## src/rtl/carfield_domain_seq.sv

```systemverilog
// Carfield domain power/clock sequencer.
// One shared FSM walks a single domain through its clock/reset/isolation
// enable or disable sequence; every domain owns a programmable clock divider
// that runs independently of the others.

// Per-domain clock divider: emits one clock-enable pulse every 'active' cycles
// while the domain is clocking. A new divider value is staged in 'pending' and
// takes effect at the next wrap, or at once while the domain is stopped.
module carfield_domain_div #(
    parameter int DivWidth = 8
) (
    input  logic                clk_i,
    input  logic                rst_ni,
    input  logic                run_i,
    input  logic                clr_i,
    input  logic                set_i,
    input  logic [DivWidth-1:0] div_i,
    output logic                clk_en_o
);
    localparam logic [DivWidth-1:0] One = DivWidth'(1);

    logic [DivWidth-1:0] cnt_q, cnt_d;
    logic [DivWidth-1:0] active_q, active_d;
    logic [DivWidth-1:0] pending_q, pending_d;
    logic                last;

    assign last     = (cnt_q >= (active_q - One));
    assign clk_en_o = run_i && (cnt_q == (active_q - One));

    // Counter advance, wrap and staged divider hand-over.
    always_comb begin
        pending_d = set_i ? div_i : pending_q;
        cnt_d     = cnt_q;
        active_d  = active_q;
        if (!run_i) begin
            cnt_d    = '0;
            active_d = pending_d;
        end else if (clr_i) begin
            cnt_d = '0;
        end else if (last) begin
            cnt_d    = '0;
            active_d = pending_q;
        end else begin
            cnt_d = cnt_q + One;
        end
    end

    // Divider state registers.
    always_ff @(posedge clk_i or negedge rst_ni) begin
        if (!rst_ni) begin
            cnt_q     <= '0;
            active_q  <= One;
            pending_q <= One;
        end else begin
            cnt_q     <= cnt_d;
            active_q  <= active_d;
            pending_q <= pending_d;
        end
    end
endmodule

module carfield_domain_seq #(
    parameter int NumDomains = 6,
    parameter int DivWidth   = 8,
    parameter int RstCycles  = 4,
    parameter int IsoCycles  = 2,
    localparam int DomW      = (NumDomains > 1) ? $clog2(NumDomains) : 1
) (
    input  logic                  clk_i,
    input  logic                  rst_ni,
    input  logic                  cfg_valid_i,
    output logic                  cfg_ready_o,
    input  logic [1:0]            cfg_op_i,
    input  logic [DomW-1:0]       cfg_dom_i,
    input  logic [DivWidth-1:0]   cfg_div_i,
    output logic                  done_o,
    output logic                  err_o,
    output logic [NumDomains-1:0] dom_clk_en_o,
    output logic [NumDomains-1:0] dom_rst_no,
    output logic [NumDomains-1:0] dom_iso_o,
    output logic [NumDomains-1:0] dom_on_o
);
    localparam int MaxCyc = (RstCycles > IsoCycles) ? RstCycles : IsoCycles;
    localparam int WaitW  = $clog2(MaxCyc + 1);
    localparam logic [WaitW-1:0] RstLd = WaitW'(RstCycles - 1);
    localparam logic [WaitW-1:0] IsoLd = WaitW'(IsoCycles - 1);

    typedef enum logic [2:0] {
        IDLE, PU_CLK, PU_REL, PD_ISO, PD_RST, DONE, ERR
    } state_e;

    state_e                state_q, state_d;
    logic [WaitW-1:0]      wait_q, wait_d;
    logic [DomW-1:0]       dom_q, dom_d;
    logic [NumDomains-1:0] run_q, run_d;
    logic [NumDomains-1:0] rst_n_q, rst_n_d;
    logic [NumDomains-1:0] iso_q, iso_d;
    logic [NumDomains-1:0] on_q, on_d;
    logic [NumDomains-1:0] set_div;
    logic [NumDomains-1:0] clr_cnt;
    logic                  dom_ok;
    logic                  sel_on;

    assign dom_ok = (32'(cfg_dom_i) < NumDomains);
    assign sel_on = dom_ok ? on_q[cfg_dom_i] : 1'b0;

    assign cfg_ready_o = (state_q == IDLE);
    assign done_o      = (state_q == DONE);
    assign err_o       = (state_q == ERR);
    assign dom_rst_no  = rst_n_q;
    assign dom_iso_o   = iso_q;
    assign dom_on_o    = on_q;
    // Force the counter to zero on the last running cycle of a disable.
    assign clr_cnt     = run_q & ~run_d;

    // Command decode, sequence stepping and per-domain control updates.
    always_comb begin
        state_d = state_q;
        wait_d  = wait_q;
        dom_d   = dom_q;
        run_d   = run_q;
        rst_n_d = rst_n_q;
        iso_d   = iso_q;
        on_d    = on_q;
        set_div = '0;
        case (state_q)
            IDLE: begin
                if (cfg_valid_i) begin
                    dom_d   = cfg_dom_i;
                    state_d = ERR;
                    if (dom_ok) begin
                        case (cfg_op_i)
                            2'd0: if (!sel_on) begin
                                run_d[cfg_dom_i] = 1'b1;
                                wait_d  = RstLd;
                                state_d = PU_CLK;
                            end
                            2'd1: if (sel_on) begin
                                iso_d[cfg_dom_i] = 1'b1;
                                on_d[cfg_dom_i]  = 1'b0;
                                wait_d  = IsoLd;
                                state_d = PD_ISO;
                            end
                            2'd2: if (cfg_div_i != '0) begin
                                set_div[cfg_dom_i] = 1'b1;
                                state_d = DONE;
                            end
                            default: state_d = ERR;
                        endcase
                    end
                end
            end
            PU_CLK: begin
                if (wait_q == '0) begin
                    rst_n_d[dom_q] = 1'b1;
                    wait_d  = IsoLd;
                    state_d = PU_REL;
                end else wait_d = wait_q - 1'b1;
            end
            PU_REL: begin
                if (wait_q == '0) begin
                    iso_d[dom_q] = 1'b0;
                    on_d[dom_q]  = 1'b1;
                    state_d = DONE;
                end else wait_d = wait_q - 1'b1;
            end
            PD_ISO: begin
                if (wait_q == '0) begin
                    rst_n_d[dom_q] = 1'b0;
                    wait_d  = RstLd;
                    state_d = PD_RST;
                end else wait_d = wait_q - 1'b1;
            end
            PD_RST: begin
                if (wait_q == '0) begin
                    run_d[dom_q] = 1'b0;
                    state_d = DONE;
                end else wait_d = wait_q - 1'b1;
            end
            default: state_d = IDLE;
        endcase
    end

    // Sequencer and per-domain control registers.
    always_ff @(posedge clk_i or negedge rst_ni) begin
        if (!rst_ni) begin
            state_q <= IDLE;
            wait_q  <= '0;
            dom_q   <= '0;
            run_q   <= '0;
            rst_n_q <= '0;
            iso_q   <= '1;
            on_q    <= '0;
        end else begin
            state_q <= state_d;
            wait_q  <= wait_d;
            dom_q   <= dom_d;
            run_q   <= run_d;
            rst_n_q <= rst_n_d;
            iso_q   <= iso_d;
            on_q    <= on_d;
        end
    end

    for (genvar g = 0; g < NumDomains; g++) begin : g_div
        carfield_domain_div #(.DivWidth(DivWidth)) u_div (
            .clk_i    (clk_i),
            .rst_ni   (rst_ni),
            .run_i    (run_q[g]),
            .clr_i    (clr_cnt[g]),
            .set_i    (set_div[g]),
            .div_i    (cfg_div_i),
            .clk_en_o (dom_clk_en_o[g])
        );
    end
endmodule

```

## config.mk

```make
export PLATFORM = sky130hd
export DESIGN_NAME = carfield_domain_seq
export DESIGN_NICKNAME = d
export VERILOG_FILES = /design/src/rtl/carfield_domain_seq.sv
export SDC_FILE = /design/constraint.sdc
export NUM_CORES = 1
export LEC_CHECK = 0
export BUFFER_PORTS_ARGS = -buffer_cell sky130_fd_sc_hd__buf_2
export CAP_MARGIN = 20
export CORE_MARGIN = 5
export CORE_UTILIZATION = 40
export DETAILED_ROUTE_END_ITERATION = 8
export HOLD_SLACK_MARGIN = 0.15
export PLACE_DENSITY_LB_ADDON = 0.3
export RECOVER_POWER = 50
export SLEW_MARGIN = 20
export SYNTH_ARGS = -nofsm -noshare
export SYNTH_HDL_FRONTEND = slang
export SYNTH_HIERARCHICAL = 1
export SYNTH_SLANG_ARGS = --single-unit
export TNS_END_PERCENT = 5
```

## constraint.sdc

```tcl
create_clock -name clk_i -period 2.4 [get_ports clk_i]
set_input_delay 0.24 -clock clk_i [delete_from_list [all_inputs] [get_ports clk_i]]
set_output_delay 0.24 -clock clk_i [all_outputs]
set_load 0.01 [all_outputs]
```

==> metrics.log <==
INFO  metric max_slew.worst_pin.slew = 1450 ps
INFO  metric p_sw_frac = 0.439
INFO  metric timing_worst_setup_path_type = register to output pin
INFO  metric grt_first_pass_wirelength = approximately 54000 um
INFO  metric setup_violations = around 80
INFO  metric total_switching_power = 9540 uW
INFO  metric finalNonFillerCells = 1754
INFO  metric synthesis.nets = approximately 1200
INFO  metric die_width = ~180 um
INFO  metric comb_power_share = 0.644
INFO  metric synth_seq_cells = 177
INFO  metric crit_path_end_kind = output pin
INFO  metric synthesis.instances = about 1200
INFO  metric routed_wire_length_per_instance = around 19 um
INFO  metric grt_start_max_net_pins = 56
INFO  metric wl = between 30000 and 40000 um
INFO  metric synthFlopType = dfrtp_1
INFO  metric synth.largest_area_cell = dfrtp_1
INFO  metric rsz0062_at_grt = yes
INFO  metric core_area = ~29000 um^2
INFO  metric die_y = ~180 um
INFO  metric result_of_the_run = finished with violations
INFO  metric clkLatencyLatePin = 440 ps
INFO  metric grt.overflow.total = 0
INFO  metric post_synth_edffs = 0
INFO  metric io_pins = between 40 and 50
INFO  metric yosys-top-cells-area = dfrtp_1, ha_1, a211oi_1, mux2_2, dfstp_2
INFO  metric cts-root-to-sink-buffers = 2
INFO  metric number_of_global_route_vias_before_repair = 10199
INFO  metric grt_use_total = 0.197
INFO  metric final.min_clock_period = 2590 ps
INFO  metric seqPwrFrac = 0.223
INFO  metric setup.worst_path.start_class = register
INFO  metric ys_async_sr_fraction = 1.00
INFO  metric syn2layout_area_growth = 32.5%
INFO  metric layout.nets = 1435
INFO  metric fin_worst_skew = around 13 ps
INFO  metric worst-path-max-fanout = 3
INFO  metric buffer_ports.inserted = 42
INFO  metric cap_violations = 0
INFO  metric drt_first_pass_iters = 4
INFO  metric total_power = 21700 uW
INFO  metric vias = roughly 10000
INFO  metric route.detailed.drc = 0
INFO  metric site_rows = 62
INFO  metric count_of_different_cell_masters_after_synthesis = 64
INFO  metric netlist_area = approximately 12000 um^2
INFO  metric clkSlewWorstSetupHoldPaths = 70 ps
INFO  metric syn_area_per_cell = about 10 um^2
INFO  metric cts_root_buffer = clkbuf_16
INFO  metric clkSinkCount = 177
INFO  metric synth.yosys.seq_area_share = 0.382
INFO  metric clock_tree_from_tritoncts = done
INFO  metric crit_arrival = approximately 2400 ps
INFO  metric cellLeakagePower = around 0.0066 uW
INFO  metric violated_checks = negative setup slack
INFO  metric grt_antenna_before_repair = 3
INFO  metric worst_hold_path_type = primary input to register
INFO  metric via_cell_ratio = between 5 and 6
INFO  metric detailedRoute.firstIterationViolations = around 650
INFO  metric period_share = 1.08
INFO  metric critical_path_required = about 2200 ps
INFO  metric htreeDepth = 4
INFO  metric drive_above_1_share = 0.412
INFO  metric vdd_drop_max = roughly 1100 uV
INFO  metric powerDensity = 1410 nW/um^2
INFO  metric slew_headroom = 0.0333
INFO  metric placedCellCount = 1693
INFO  metric finalMaxSlewViolations = 0
INFO  metric floorplan.die_area = approximately 33000 um^2
INFO  metric dp.final_hpwl = 22900 um
INFO  metric gp_congestion = 0.837
INFO  metric floorplan.initialDensity = 0.405
INFO  metric cts_made_buffers = 17
INFO  metric hold_viol = 0
INFO  metric cell_internal_pwr = about 12000 uW
INFO  metric clkPwrFrac = 0.133
INFO  metric yosysWarnings = 6
INFO  metric final.setup.worst_slack = -187 ps
INFO  metric antenna_cells_inserted = 0
INFO  metric netlist.area_leader.share = 0.341
INFO  metric drtAntennaViolNets = 0
INFO  metric maxClockFrequency = just under 0.4 GHz
final timing paths:
| kind | slack (ps) | cells past startpoint | end | from |
|---|---|---|---|---|
| min in group asynchronous | 680 | 2 | g_div[5].u_div/cnt_q[3] | rst_ni |
| setup reg to reg | -190 | 12 | g_div[5].u_div/active_q[1] | g_div[5].u_div/active_q[0] |
| max in group asynchronous | 320 | 3 | g_div[3].u_div/active_q[7] | rst_ni |
| hold reg to reg | 490 | 2 | dom_iso_o[1] | dom_iso_o[1] |
| hold / removal | 180 | 3 | state_q[0] | cfg_op_i[1] |
| setup / recovery | -190 | 10 | dom_clk_en_o[5] | g_div[5].u_div/active_q[0] |
worst max-delay path, cell delays in order (launching register included):
cell	delay (ps)
dfstp_2	540
inv_2	60
ha_4	160
nand2_4	60
nor3_2	40
xnor2_1	150
ha_1	330
buf_6	110
nand4_1	130
nor3_2	190
buf_2	160
cell usage after synthesis (40+ instances only):
| cell | n |
|---|---|
| dfrtp_1 | 159 |
| a211oi_1 | 96 |
| mux2_2 | 51 |
| nand3_1 | 40 |
| clkbuf_1 | 60 |
| nand2_1 | 61 |
| o22ai_1 | 49 |
| a21oi_1 | 61 |
| o22a_1 | 48 |
| or3_1 | 48 |
| a2111oi_0 | 48 |
| ha_1 | 62 |
per-stage QoR:
stage	worst slack, ps	hold slack (ps)	cell area (um^2)	setup TNS, ps	util
after global routing	-310	181	15400	-19560	0.537
after CTS	-221	172	14700	-6610	0.512
after detailed placement	-323	253	13600	-17890	0.472
after floorplan	-58.7	-55.6	11800	-2480	-
after global placement	-440	256	13600	-16780	0.472
final	-187	182	15400	-6400	0.537
area by class of cell:
type / count / area [um^2]
sequential: 177 / 4450
tap: 384 / 480
timing repair buffer: 240 / 1890
clock inverter: 13 / 150
fill: 2478 / 13300
multi-input combinational: 885 / 7900
clock buffer: 19 / 443
inverter: 36 / 138
power by group through the flow:
stage	Combinational [uW]	Clock (uW)	Sequential, uW
2_1_floorplan	7900	0	4670
3_3_place_gp	11200	0	4770
3_5_place_dp	11500	0	4790
4_1_cts	12300	2930	4780
5_1_grt	15100	3080	4970
6_report	14000	2890	4850
sequential cells by signal, indices dropped and copies added, names as in the netlist, named ones only:
register               count
state_q                    3
dom_on_o                   6
wait_q                     3
g_div.u_div/pending_q     48
g_div.u_div/cnt_q         48
dom_q                      3
g_div.u_div/active_q      48
run_q                      6
dom_iso_o                  6
cell families (layout without fill, tap and decap cells):
group                      Yosys count  count (layout)  synth area share
and+or+nand+nor                    306             306             0.148
buffers and inverters              111             308            0.0422
xor gates and xnor gates            73              73            0.0548
DFF                                177             177             0.382
muxes                               57              57            0.0559
adders and majority gates           62              62            0.0665
AOI/OAI and AO/OA                  384             387             0.251
cell usage in the layout, fill, tap and decap left out, types with 7 or more instances in the layout:
cell type,instances
buf_4,172
dfrtp_1,159
a211oi_2,70
a21oi_1,58
ha_1,56
mux2_2,51
nand2_1,48
o22a_1,48
or3_1,48
o22ai_1,46
buf_2,41
nand3_1,36
xor2_1,36
xnor2_1,35
a211oi_1,32
inv_1,26
nand2b_1,24
a2111oi_2,22
and3_1,21
dfstp_2,18
o21ai_0,17
clkbuf_16,17
nor2_1,15
nand4_1,14
buf_12,13
nor3_1,12
a2111oi_4,12
a2111oi_1,12
nor3_2,11
inv_2,9
a211o_4,9
nor2_4,8
o21ai_1,7
nand2_2,7
nand2b_4,7
buf_6,7
what timing repair did:
action / CTS / global route
resized for setup: 102 / 144
pin swaps: 29 / 42
gates cloned: 1 / 2
endpoints found under the setup margin: 102 / 102
buffers inserted: 19 / 7
hold buffers: 1 / 0
endpoints found under the hold margin: 46 / 0
per-layer routing:
| layer | wire, um | GRT usage | vias to the layer above | share of wire |
|---|---|---|---|---|
| met5 | 34 | 0 | - | 0.0010 |
| met4 | 649 | 0.0560 | 6 | 0.019 |
| met3 | 1490 | 0.0414 | 55 | 0.044 |
| met2 | 16700 | 0.326 | 227 | 0.49 |
| met1 | 14900 | 0.262 | 5201 | 0.44 |
| li1 | - | - | 4912 | - |
(Power assumes the default switching activity.)
